File: config.mk
export PLATFORM = sky130hd
export DESIGN_NAME = mem4x4_ctrl
export DESIGN_NICKNAME = d
export VERILOG_FILES = /design/src/rtl/mem4x4_ctrl_pkg.sv /design/src/rtl/mem4x4_cmd_fifo.sv /design/src/rtl/mem4x4_ctrl.sv
export SDC_FILE = /design/constraint.sdc
export NUM_CORES = 1
export LEC_CHECK = 0
export ABC_CLOCK_PERIOD_IN_PS = 1700
export CAP_MARGIN = 20
export CORE_MARGIN = 3
export CORE_UTILIZATION = 35
export DETAILED_ROUTE_END_ITERATION = 10
export GPL_ROUTABILITY_DRIVEN = 0
export PLACE_DENSITY = 0.69
export SETUP_SLACK_MARGIN = 0.3
export SYNTH_ARGS = -nofsm -noshare
export SYNTH_HDL_FRONTEND = slang
export SYNTH_SLANG_ARGS = --single-unit
File: constraint.sdc
create_clock -name clk -period 1.7 [get_ports clk]
set_clock_uncertainty 0.05 [all_clocks]
set_input_delay 0.34 -clock clk [delete_from_list [all_inputs] [get_ports clk]]
set_output_delay 0.34 -clock clk [all_outputs]
set_load 0.01 [all_outputs]
File: src/rtl/mem4x4_ctrl_pkg.sv
// rtl/mem4x4_ctrl_pkg.sv - shared types and default widths for the memory4x4 request controller
// Contents: state_t (controller FSM states), cmd_t (queued command at default widths),
//           DEF_AW / DEF_DW (default address and data widths).
package mem4x4_ctrl_pkg;

    localparam int DEF_AW = 2;
    localparam int DEF_DW = 4;

    // INIT is only reachable when MEM4X4_CTRL_INIT_EN is defined.
    typedef enum logic [2:0] {
        IDLE  = 3'd0,
        WRITE = 3'd1,
        READ  = 3'd2,
        RESP  = 3'd3,
        INIT  = 3'd4
    } state_t;

    typedef struct packed {
        logic              we;
        logic [DEF_AW-1:0] addr;
        logic [DEF_DW-1:0] wdata;
    } cmd_t;

endpackage

File: src/rtl/mem4x4_cmd_fifo.sv
// rtl/mem4x4_cmd_fifo.sv - in-order command FIFO with show-ahead head, full/empty/count
// Ports: clk, rst_n (async active-low); push/push_data in; pop in, pop_data out (head entry);
//        full, empty, count ($clog2(DEPTH)+1 bits) out.
module mem4x4_cmd_fifo
    import mem4x4_ctrl_pkg::*;
#(
    parameter int  DEPTH   = 2,
    parameter type entry_t = cmd_t
) (
    input  logic                     clk,
    input  logic                     rst_n,
    input  logic                     push,
    input  entry_t                   push_data,
    input  logic                     pop,
    output entry_t                   pop_data,
    output logic                     full,
    output logic                     empty,
    output logic [$clog2(DEPTH):0]   count
);

    localparam int PW = $clog2(DEPTH);
    localparam int CW = PW + 1;

    entry_t          slot_q [DEPTH];
    entry_t          slot_d [DEPTH];
    logic [PW-1:0]   wr_ptr_q, wr_ptr_d;
    logic [PW-1:0]   rd_ptr_q, rd_ptr_d;
    logic [CW-1:0]   count_q, count_d;
    logic            push_en;
    logic            pop_en;

    assign full     = (count_q == CW'(DEPTH));
    assign empty    = (count_q == '0);
    assign count    = count_q;
    assign pop_data = slot_q[rd_ptr_q];

    // Guard against misuse: a push into a full FIFO or a pop from an empty one is dropped.
    assign push_en = push && !full;
    assign pop_en  = pop && !empty;

    always_comb begin
        slot_d   = slot_q;
        wr_ptr_d = wr_ptr_q;
        rd_ptr_d = rd_ptr_q;
        count_d  = count_q + CW'(push_en) - CW'(pop_en);
        if (push_en) begin
            slot_d[wr_ptr_q] = push_data;
            wr_ptr_d         = wr_ptr_q + PW'(1);
        end
        if (pop_en) begin
            rd_ptr_d = rd_ptr_q + PW'(1);
        end
    end

    always_ff @(posedge clk or negedge rst_n) begin
        if (!rst_n) begin
            for (int i = 0; i < DEPTH; i++) begin
                slot_q[i] <= '0;
            end
            wr_ptr_q <= '0;
            rd_ptr_q <= '0;
            count_q  <= '0;
        end else begin
            slot_q   <= slot_d;
            wr_ptr_q <= wr_ptr_d;
            rd_ptr_q <= rd_ptr_d;
            count_q  <= count_d;
        end
    end

endmodule

File: src/rtl/mem4x4_ctrl.sv
// rtl/mem4x4_ctrl.sv - request-side controller driving memory4x4 addr/din/WE from a queued command stream
// Ports: clk, rst_n (async active-low); req_valid/req_ready/req_we/req_addr/req_wdata command channel;
//        rsp_valid/rsp_ready/rsp_rdata/rsp_addr read response channel; mem_addr/mem_din/mem_we to memory,
//        mem_dout from memory; busy (FIFO non-empty or FSM not IDLE).
// Option: MEM4X4_CTRL_INIT_EN - zero-fill every memory address after reset before accepting commands.
module mem4x4_ctrl
    import mem4x4_ctrl_pkg::*;
#(
    parameter int AW         = DEF_AW,
    parameter int DW         = DEF_DW,
    parameter int FIFO_DEPTH = 2,
    parameter int RD_LAT     = 1
) (
    input  logic          clk,
    input  logic          rst_n,
    input  logic          req_valid,
    output logic          req_ready,
    input  logic          req_we,
    input  logic [AW-1:0] req_addr,
    input  logic [DW-1:0] req_wdata,
    output logic          rsp_valid,
    input  logic          rsp_ready,
    output logic [DW-1:0] rsp_rdata,
    output logic [AW-1:0] rsp_addr,
    output logic [AW-1:0] mem_addr,
    output logic [DW-1:0] mem_din,
    output logic          mem_we,
    input  logic [DW-1:0] mem_dout,
    output logic          busy
);

    localparam int CW = $clog2(FIFO_DEPTH) + 1;
    localparam int LW = $clog2(RD_LAT + 1);

`ifdef MEM4X4_CTRL_INIT_EN
    localparam state_t RESET_STATE = INIT;
`else
    localparam state_t RESET_STATE = IDLE;
`endif

    // Same layout as cmd_t but following this instance's AW/DW.
    typedef struct packed {
        logic          we;
        logic [AW-1:0] addr;
        logic [DW-1:0] wdata;
    } req_cmd_t;

    state_t          state_q, state_d;
    logic [AW-1:0]   mem_addr_q, mem_addr_d;
    logic [DW-1:0]   mem_din_q, mem_din_d;
    logic            mem_we_q, mem_we_d;
    logic            rsp_valid_q, rsp_valid_d;
    logic [DW-1:0]   rsp_rdata_q, rsp_rdata_d;
    logic [AW-1:0]   rsp_addr_q, rsp_addr_d;
    logic [LW-1:0]   lat_cnt_q, lat_cnt_d;
    // Holds req_ready low through reset and releases it on the first edge afterwards.
    logic            started_q;
`ifdef MEM4X4_CTRL_INIT_EN
    // MSB set means every address has been written.
    logic [AW:0]     init_cnt_q, init_cnt_d;
`endif

    req_cmd_t        req_cmd;
    req_cmd_t        fifo_head;
    logic            fifo_push;
    logic            fifo_pop;
    logic            fifo_full;
    logic            fifo_empty;
    logic [CW-1:0]   fifo_count;

    assign req_cmd = '{we: req_we, addr: req_addr, wdata: req_wdata};

    // Ready depends only on registered state, so a pop in the same cycle never frees a full FIFO.
`ifdef MEM4X4_CTRL_INIT_EN
    assign req_ready = started_q && !fifo_full && (state_q != INIT);
`else
    assign req_ready = started_q && !fifo_full;
`endif
    assign fifo_push = req_valid && req_ready;
    assign busy      = (fifo_count != '0) || (state_q != IDLE);

    assign mem_addr  = mem_addr_q;
    assign mem_din   = mem_din_q;
    assign mem_we    = mem_we_q;
    assign rsp_valid = rsp_valid_q;
    assign rsp_rdata = rsp_rdata_q;
    assign rsp_addr  = rsp_addr_q;

    mem4x4_cmd_fifo #(
        .DEPTH   (FIFO_DEPTH),
        .entry_t (req_cmd_t)
    ) u_fifo (
        .clk       (clk),
        .rst_n     (rst_n),
        .push      (fifo_push),
        .push_data (req_cmd),
        .pop       (fifo_pop),
        .pop_data  (fifo_head),
        .full      (fifo_full),
        .empty     (fifo_empty),
        .count     (fifo_count)
    );

    always_comb begin
        state_d     = state_q;
        mem_addr_d  = mem_addr_q;
        mem_din_d   = mem_din_q;
        mem_we_d    = 1'b0;
        rsp_valid_d = rsp_valid_q;
        rsp_rdata_d = rsp_rdata_q;
        rsp_addr_d  = rsp_addr_q;
        lat_cnt_d   = lat_cnt_q;
        fifo_pop    = 1'b0;
`ifdef MEM4X4_CTRL_INIT_EN
        init_cnt_d  = init_cnt_q;
`endif
        case (state_q)
            IDLE: begin
                if (!fifo_empty) begin
                    fifo_pop   = 1'b1;
                    mem_addr_d = fifo_head.addr;
                    mem_din_d  = fifo_head.wdata;
                    if (fifo_head.we) begin
                        mem_we_d = 1'b1;
                        state_d  = WRITE;
                    end else begin
                        lat_cnt_d = LW'(RD_LAT);
                        state_d   = READ;
                    end
                end
            end
            // mem_we was high for this one cycle; the memory commits at the edge leaving it.
            WRITE: begin
                state_d = IDLE;
            end
            // Counter value 1 means this edge is the one at which mem_dout becomes valid.
            READ: begin
                if (lat_cnt_q == LW'(1)) begin
                    lat_cnt_d   = '0;
                    rsp_valid_d = 1'b1;
                    rsp_rdata_d = mem_dout;
                    rsp_addr_d  = mem_addr_q;
                    state_d     = RESP;
                end else begin
                    lat_cnt_d = lat_cnt_q - LW'(1);
                end
            end
            RESP: begin
                if (rsp_ready) begin
                    rsp_valid_d = 1'b0;
                    state_d     = IDLE;
                end
            end
`ifdef MEM4X4_CTRL_INIT_EN
            INIT: begin
                if (!init_cnt_q[AW]) begin
                    mem_we_d   = 1'b1;
                    mem_addr_d = init_cnt_q[AW-1:0];
                    mem_din_d  = '0;
                    init_cnt_d = init_cnt_q + (AW+1)'(1);
                end else begin
                    state_d = IDLE;
                end
            end
`endif
            default: begin
                state_d = IDLE;
            end
        endcase
    end

    always_ff @(posedge clk or negedge rst_n) begin
        if (!rst_n) begin
            state_q     <= RESET_STATE;
            mem_addr_q  <= '0;
            mem_din_q   <= '0;
            mem_we_q    <= 1'b0;
            rsp_valid_q <= 1'b0;
            rsp_rdata_q <= '0;
            rsp_addr_q  <= '0;
            lat_cnt_q   <= '0;
            started_q   <= 1'b0;
`ifdef MEM4X4_CTRL_INIT_EN
            init_cnt_q  <= '0;
`endif
        end else begin
            state_q     <= state_d;
            mem_addr_q  <= mem_addr_d;
            mem_din_q   <= mem_din_d;
            mem_we_q    <= mem_we_d;
            rsp_valid_q <= rsp_valid_d;
            rsp_rdata_q <= rsp_rdata_d;
            rsp_addr_q  <= rsp_addr_d;
            lat_cnt_q   <= lat_cnt_d;
            started_q   <= 1'b1;
`ifdef MEM4X4_CTRL_INIT_EN
            init_cnt_q  <= init_cnt_d;
`endif
        end
    end

endmodule

# Yosys cells after proc, flatten, opt, wreduce, memory -nomap -nowiden
# Cells that the tools add are included.
# totals
regBits	37
in_bits	15
wordCells	78
# classes
n_addsub	5
order_cmp	3
eq_ne	7
muxes	23
bitwise_logic	3
n_reduce_logical	19
# op_table
operator	n
7-bit two-way mux	4
14-bit bitwise mux	1
1-bit two-way mux	10
3-bit two-way mux	3
3-bit one-hot mux with 3 select lines	1
3-bit AND reduction	3
2-bit inequality test, second input constant	4
7-bit demux with 1-bit select	1
3-bit by 2-bit == test with 1-bit output, second input constant	2
2-bit nonzero test	3
1-bit logical AND	5
2-bit greater-or-equal comparator, second input constant	2
1-bit inverter with 2-bit output	2
1-bit one-hot mux with 2 select lines	2
2-bit AND reduction	2
3-bit zero test	1
3-bit nonzero test	1
1-bit adder, second input constant	2
2-bit by 1-bit adder with 2-bit output	1
2-bit == test, second input constant	1
1-bit zero test	2
2-bit zero test	1
2-bit by 1-bit < comparator with 1-bit output, second input constant	1
2-bit two-way mux	1
other kinds (4)	4

# Longest topological paths before layout
# depth
depth_word	7
depth_mapped	7
depth_no_buf	6

# Modules after synthesis
# Synthesis repeated with hierarchy kept, for this count alone.
# unflattened
cells_unflattened	106
hier_area_um2	1550.2
# modules_own_cells
mod	instances	cells_each	area_each_um2	seq_area_each_um2
mem4x4_cmd_fifo	1	55	817.0	450.4
mem4x4_ctrl	1	51	733.2	450.4

# Worst setup path after synthesis
# No wires, ideal clock.
# synth_timing
kind	register to register
from	reg u_fifo.count_q[0] (netlist: u_fifo.count[0])
to	reg u_fifo.count_q[1] (netlist: u_fifo.count[1])
arrival_time_ns	1.646
required_ns	1.570
setup_slack_ns	-0.076
stages_incl_launch_ff	8
path_buffers	1
synth_period_minus_slack_ns	1.776
path_cell_list	dfrtp_1 or2_2 clkbuf_2 nand2_1 inv_1 ha_1 nor3_1 xnor2_1
# synth_via
elab_cells_between_ends	12
cone_classes	2 x add/sub; 1 x eq/ne; 2 x mux; 7 x reduce/logical
# synth_rtl
element	line_no	source
start, declared	mem4x4_cmd_fifo.sv:28	logic [CW-1:0] count_q, count_d;
start signal, assigned	mem4x4_cmd_fifo.sv:67	count_q <= count_d;
2-bit zero test	mem4x4_cmd_fifo.sv:33	assign empty = (count_q == '0);
1-bit two-way mux	mem4x4_ctrl.sv:119	if (!fifo_empty) begin
1-bit two-way mux	mem4x4_ctrl.sv:117	case (state_q)
net fifo_pop	mem4x4_ctrl.sv:66	logic fifo_pop;
1-bit logical AND	mem4x4_cmd_fifo.sv:39	assign pop_en = pop && !empty;
2-bit by 1-bit subtractor with 2-bit output	mem4x4_cmd_fifo.sv:45	count_d = count_q + CW'(push_en) - CW'(pop_en);
net u_fifo.count_d[1]	mem4x4_cmd_fifo.sv:28	
# The timed path passes the listed nets, and every way through them passes these cells.
# A chain may end at the register's enable or synchronous reset.

# Worst setup path after layout
# layout_timing
from	reg u_fifo.count_q[1] (netlist: u_fifo.count[1])
to	out req_ready
# layout_via
elab_chain_len	3
# layout_lines
element	line_no	source
2-bit == test	mem4x4_cmd_fifo.sv:32	assign full = (count_q == CW'(DEPTH));
1-bit zero test	mem4x4_ctrl.sv:77	assign req_ready = started_q && !fifo_full;
1-bit logical AND	mem4x4_ctrl.sv:77	
end, declared	mem4x4_ctrl.sv:17	output logic req_ready,
# Every way passes these cells.

==> impl_metrics.prom <==
# TYPE chip_impl_metric gauge
chip_impl_info{name="status",value="complete, no violations"} 1
chip_impl_metric{name="rows",unit=""} 23
chip_impl_metric{name="p_int",unit="W"} 0.00308
chip_impl_metric{name="die_height",unit="µm"} 72.1
chip_impl_info{name="timing.setup.critical_path_class",value="flop to primary output"} 1
chip_impl_metric{name="via_count_of_the_first_global_routing_pass",unit=""} 1115
chip_impl_metric{name="synth_cell_types",unit=""} 28
chip_impl_metric{name="seq_total_area_yosys",unit=""} 0.589
chip_impl_metric{name="syn_to_final_growth",unit="%"} 50.6
chip_impl_metric{name="ys_seq_elements",unit=""} 36
chip_impl_metric{name="syn-cell-area",unit="µm²"} 1530
chip_impl_metric{name="drtIter0Drc",unit=""} 65
chip_impl_metric{name="period_utilisation_layout",unit=""} 0.936
chip_impl_metric{name="avgSynthCellArea",unit="µm²"} 13.2
chip_impl_metric{name="post_route_worst_hold_slack",unit="ns"} 0.415
chip_impl_metric{name="core",unit="µm²"} 4120
chip_impl_metric{name="antenna_cells",unit=""} 0
chip_impl_metric{name="cts.reportedPaths.clkPinSlew",unit="ns"} 0.07
chip_impl_metric{name="dpl-instance-area",unit="µm²"} 1960
chip_impl_metric{name="p_leak",unit="nW"} 1.06
chip_impl_metric{name="async_flop_share",unit=""} 1.00
chip_impl_metric{name="floorplan.initialDensity",unit=""} 0.372
chip_impl_metric{name="drive_above_1_share",unit=""} 0.395
chip_impl_metric{name="cts_inserted_buffers",unit=""} 5
chip_impl_metric{name="drt_drc_violations_left",unit=""} 0
chip_impl_metric{name="fin_tns_setup",unit="ns"} 0
chip_impl_metric{name="power_per_standard_cell_area",unit="nW/µm²"} 2000
chip_impl_info{name="hold_path_class",value="primary input to async pin"} 1
chip_impl_metric{name="final_max_tran_viols",unit=""} 0
chip_impl_metric{name="finalSetupViolations",unit=""} 0
chip_impl_metric{name="number_of_antenna_violations_at_the_first_check_in_global_routing",unit=""} 0
chip_impl_metric{name="drt-wirelength-per-cell",unit="µm"} 14.7
chip_impl_info{name="post_synth_main_area_contributors",value="sky130_fd_sc_hd__dfrtp_1, sky130_fd_sc_hd__mux2_2, sky130_fd_sc_hd__mux2i_1"} 1
chip_impl_metric{name="grt_start_max_net_pins",unit=""} 37
chip_impl_info{name="synth_area_leader_cell",value="sky130_fd_sc_hd__dfrtp_1"} 1
chip_impl_info{name="element_type_at_the_critical_path_start",value="flop"} 1
chip_impl_metric{name="via_count",unit=""} 1082
chip_impl_info{name="cts-root-buf",value="sky130_fd_sc_hd__clkbuf_8"} 1
chip_impl_metric{name="power_switching_share",unit=""} 0.332
chip_impl_metric{name="groute.usage.overall",unit=""} 0.132
chip_impl_metric{name="period_minus_slack",unit="ns"} 1.59
chip_impl_metric{name="cts.hold.buffers_added",unit=""} 0
chip_impl_metric{name="synthesis.instances",unit=""} 116
chip_impl_metric{name="clock_latency",unit="ns"} 0.29
chip_impl_metric{name="power",unit="W"} 0.00460
chip_impl_info{name="setup_repair_after_global_routing_missed_its_margin",value="true"} 1
chip_impl_metric{name="antenna_violating_nets_post_route",unit=""} 0
chip_impl_info{name="dominant_register_cell_in_the_synthesized_netlist",value="sky130_fd_sc_hd__dfrtp_1"} 1
chip_impl_metric{name="yosysTopAreaCellShare",unit=""} 0.589
chip_impl_metric{name="final_area",unit="µm²"} 2300
chip_impl_metric{name="power.share.clock",unit=""} 0.140
chip_impl_metric{name="crit_path_max_fanout",unit=""} 4
chip_impl_metric{name="global_route_wire_length_before_repair",unit="µm"} 5200
chip_impl_metric{name="finish.utilization",unit=""} 0.560
chip_impl_info{name="capturing_element_type_of_the_critical_path",value="primary output"} 1
chip_impl_metric{name="power.net_switching",unit="W"} 0.00153
chip_impl_metric{name="global_route.overflow_total",unit=""} 0
chip_impl_metric{name="die_outline_width",unit="µm"} 72.1
chip_impl_metric{name="fmax",unit="MHz"} 629
chip_impl_metric{name="io_pins",unit=""} 31
chip_impl_metric{name="die_area",unit="µm²"} 5200
chip_impl_metric{name="drtPass1Iterations",unit=""} 4
chip_impl_metric{name="ctsHtreeMaxLevel",unit=""} 2
chip_impl_metric{name="port_buffers",unit=""} 30
chip_impl_info{name="cts_tree",value="yes"} 1
chip_impl_metric{name="part_of_the_power_in_registers",unit=""} 0.347
chip_impl_metric{name="synthesis.yosys.warnings",unit=""} 0
chip_impl_metric{name="wl",unit="µm"} 3260
chip_impl_metric{name="net_count_synth",unit=""} 132
chip_impl_metric{name="place.detailed.hpwl",unit="µm"} 2160
chip_impl_metric{name="detail_route.vias_per_cell",unit=""} 4.87
chip_impl_metric{name="drv.max_cap_violation_count",unit=""} 0
chip_impl_metric{name="cts_num_sinks",unit=""} 36
chip_impl_metric{name="cp_data_arrival_time",unit="ns"} 1.20
chip_impl_metric{name="power.share.combinational",unit=""} 0.513
chip_impl_metric{name="maximum_root_to_sink_buffer_count",unit=""} 2
chip_impl_metric{name="critical_path_required",unit="ns"} 1.31
chip_impl_metric{name="power.ir.vdd_worst",unit="mV"} 0.617
chip_impl_metric{name="synth-edff-count",unit=""} 0
chip_impl_metric{name="finish.net_count",unit=""} 188
chip_impl_metric{name="report.final.hold_viol_count",unit=""} 0
==> cell type report <==
| class | instances | area (µm²) |
|---|---|---|
| clock buffers | 7 | 96.3 |
| fillers | 331 | 1810 |
| inverters | 3 | 11.3 |
| multi-input cells | 72 | 708 |
| flip-flops and latches | 36 | 902 |
| well taps | 50 | 62.6 |
| repair buffers | 54 | 524 |
==> repair_timing <==
action                                  CTS  global route
pin swaps                                 8             6
buffers inserted                          6             9
resized for setup                        42            14
endpoints found under the setup margin   32            27
==> synth_stat cells (all sizes together) (2+ instances only) <==
library cell / number
dfrtp: 36
mux2: 20
a21oi: 8
a31oi: 7
mux2i: 7
nand2: 5
buf: 4
nor2: 4
xnor2: 4
inv: 3
o21ai: 3
nor3: 2
==> per-layer routing <==
| metal | routed length [µm] | GRT usage | up-vias |
|---|---|---|---|
| li1 | - | - | 519 |
| met1 | 1340 | 0.147 | 531 |
| met2 | 1650 | 0.218 | 26 |
| met3 | 200 | 0.0512 | 6 |
| met4 | 66 | 0.0647 | 0 |
| met5 | 0 | 0 | - |
==> worst paths after layout <==
kind	start	end	slack, ns	cells after the start
min in group clk	u_fifo.slot_q[10]	u_fifo.slot_q[10]	0.46	1
hold reg to reg	u_fifo.slot_q[10]	u_fifo.slot_q[10]	0.46	1
max in group asynchronous	rst_n	state_q[0]	0.85	2
setup / recovery	u_fifo.count[1]	req_ready	0.11	3
setup reg to reg	u_fifo.count[1]	u_fifo.slot_q[5]	0.13	5
hold / removal	rst_n	mem_we	0.42	2
==> per-stage QoR <==
| stage | instances | worst slack [ns] |
|---|---|---|
| final | 222 | 0.109 |
| after CTS | 213 | 0.0929 |
| after global routing | 222 | 0.0610 |
| after global placement | 200 | -0.0461 |
| after floorplan | 116 | 0.209 |
| after detailed placement | 200 | -0.112 |
==> cells by family after synthesis <==
group / after synthesis / synth area share
xor gates and xnor gates: 5 / 0.0286
DFF: 36 / 0.589
muxes: 27 / 0.193
buffers and inverters: 8 / 0.0294
AOI/OAI and AO/OA: 20 / 0.0744
adders and majority gates: 1 / 0.00818
and+or+nand+nor: 18 / 0.0752
other: 1 / 0.00245
==> power groups by stage <==
stage	combinational, W	sequential (W)	clock (W)
finish	0.00236	0.00160	0.000646
global route	0.00254	0.00165	0.000708
CTS	0.00200	0.00159	0.000664
detailed placement	0.00183	0.00159	0
global placement	0.00175	0.00156	0
floorplan	0.00114	0.00160	0
==> placed cells by master, fill, tap and decap left out <==
cell type,n
sky130_fd_sc_hd__buf_8,2
sky130_fd_sc_hd__nand2_4,1
sky130_fd_sc_hd__or2b_1,1
sky130_fd_sc_hd__buf_12,3
sky130_fd_sc_hd__conb_1,1
sky130_fd_sc_hd__inv_2,1
sky130_fd_sc_hd__nand3b_1,1
sky130_fd_sc_hd__o21ai_0,3
sky130_fd_sc_hd__clkbuf_8,7
sky130_fd_sc_hd__and2_4,1
sky130_fd_sc_hd__mux2_4,13
sky130_fd_sc_hd__xor2_1,1
sky130_fd_sc_hd__dlygate4sd2_1,15
sky130_fd_sc_hd__o211ai_1,1
sky130_fd_sc_hd__nor2_1,3
sky130_fd_sc_hd__clkdlybuf4s50_1,13
sky130_fd_sc_hd__nand4_4,1
sky130_fd_sc_hd__or2_4,1
sky130_fd_sc_hd__mux2i_1,7
sky130_fd_sc_hd__nor2b_4,1
sky130_fd_sc_hd__mux2_2,7
sky130_fd_sc_hd__dfrtp_1,35
sky130_fd_sc_hd__nor3_4,2
sky130_fd_sc_hd__inv_1,2
sky130_fd_sc_hd__xnor2_2,1
sky130_fd_sc_hd__a31oi_1,7
sky130_fd_sc_hd__ha_4,1
sky130_fd_sc_hd__xnor2_1,3
sky130_fd_sc_hd__buf_6,4
sky130_fd_sc_hd__nor2_4,1
sky130_fd_sc_hd__nand2b_4,1
sky130_fd_sc_hd__a211oi_2,1
sky130_fd_sc_hd__buf_4,17
sky130_fd_sc_hd__nand2_1,3
sky130_fd_sc_hd__a21oi_1,8
sky130_fd_sc_hd__nand2_2,1
sky130_fd_sc_hd__dfrtp_2,1
==> worst max-delay path: stages, from the launching register on <==
cell and delay, ns:
sky130_fd_sc_hd__dfrtp_1 0.38, sky130_fd_sc_hd__or2b_1 0.27, sky130_fd_sc_hd__and2_4 0.15, sky130_fd_sc_hd__buf_6 0.11
==> registers in the layout (all words and copies together), names as in the netlist, 2 cells and up <==
register and flops:
mem_din 4, mem_addr 2, state_q 2, rsp_rdata 4, u_fifo.slot_q 14, rsp_addr 2
u_fifo.count 2
Power figures use the tool's default switching activity.
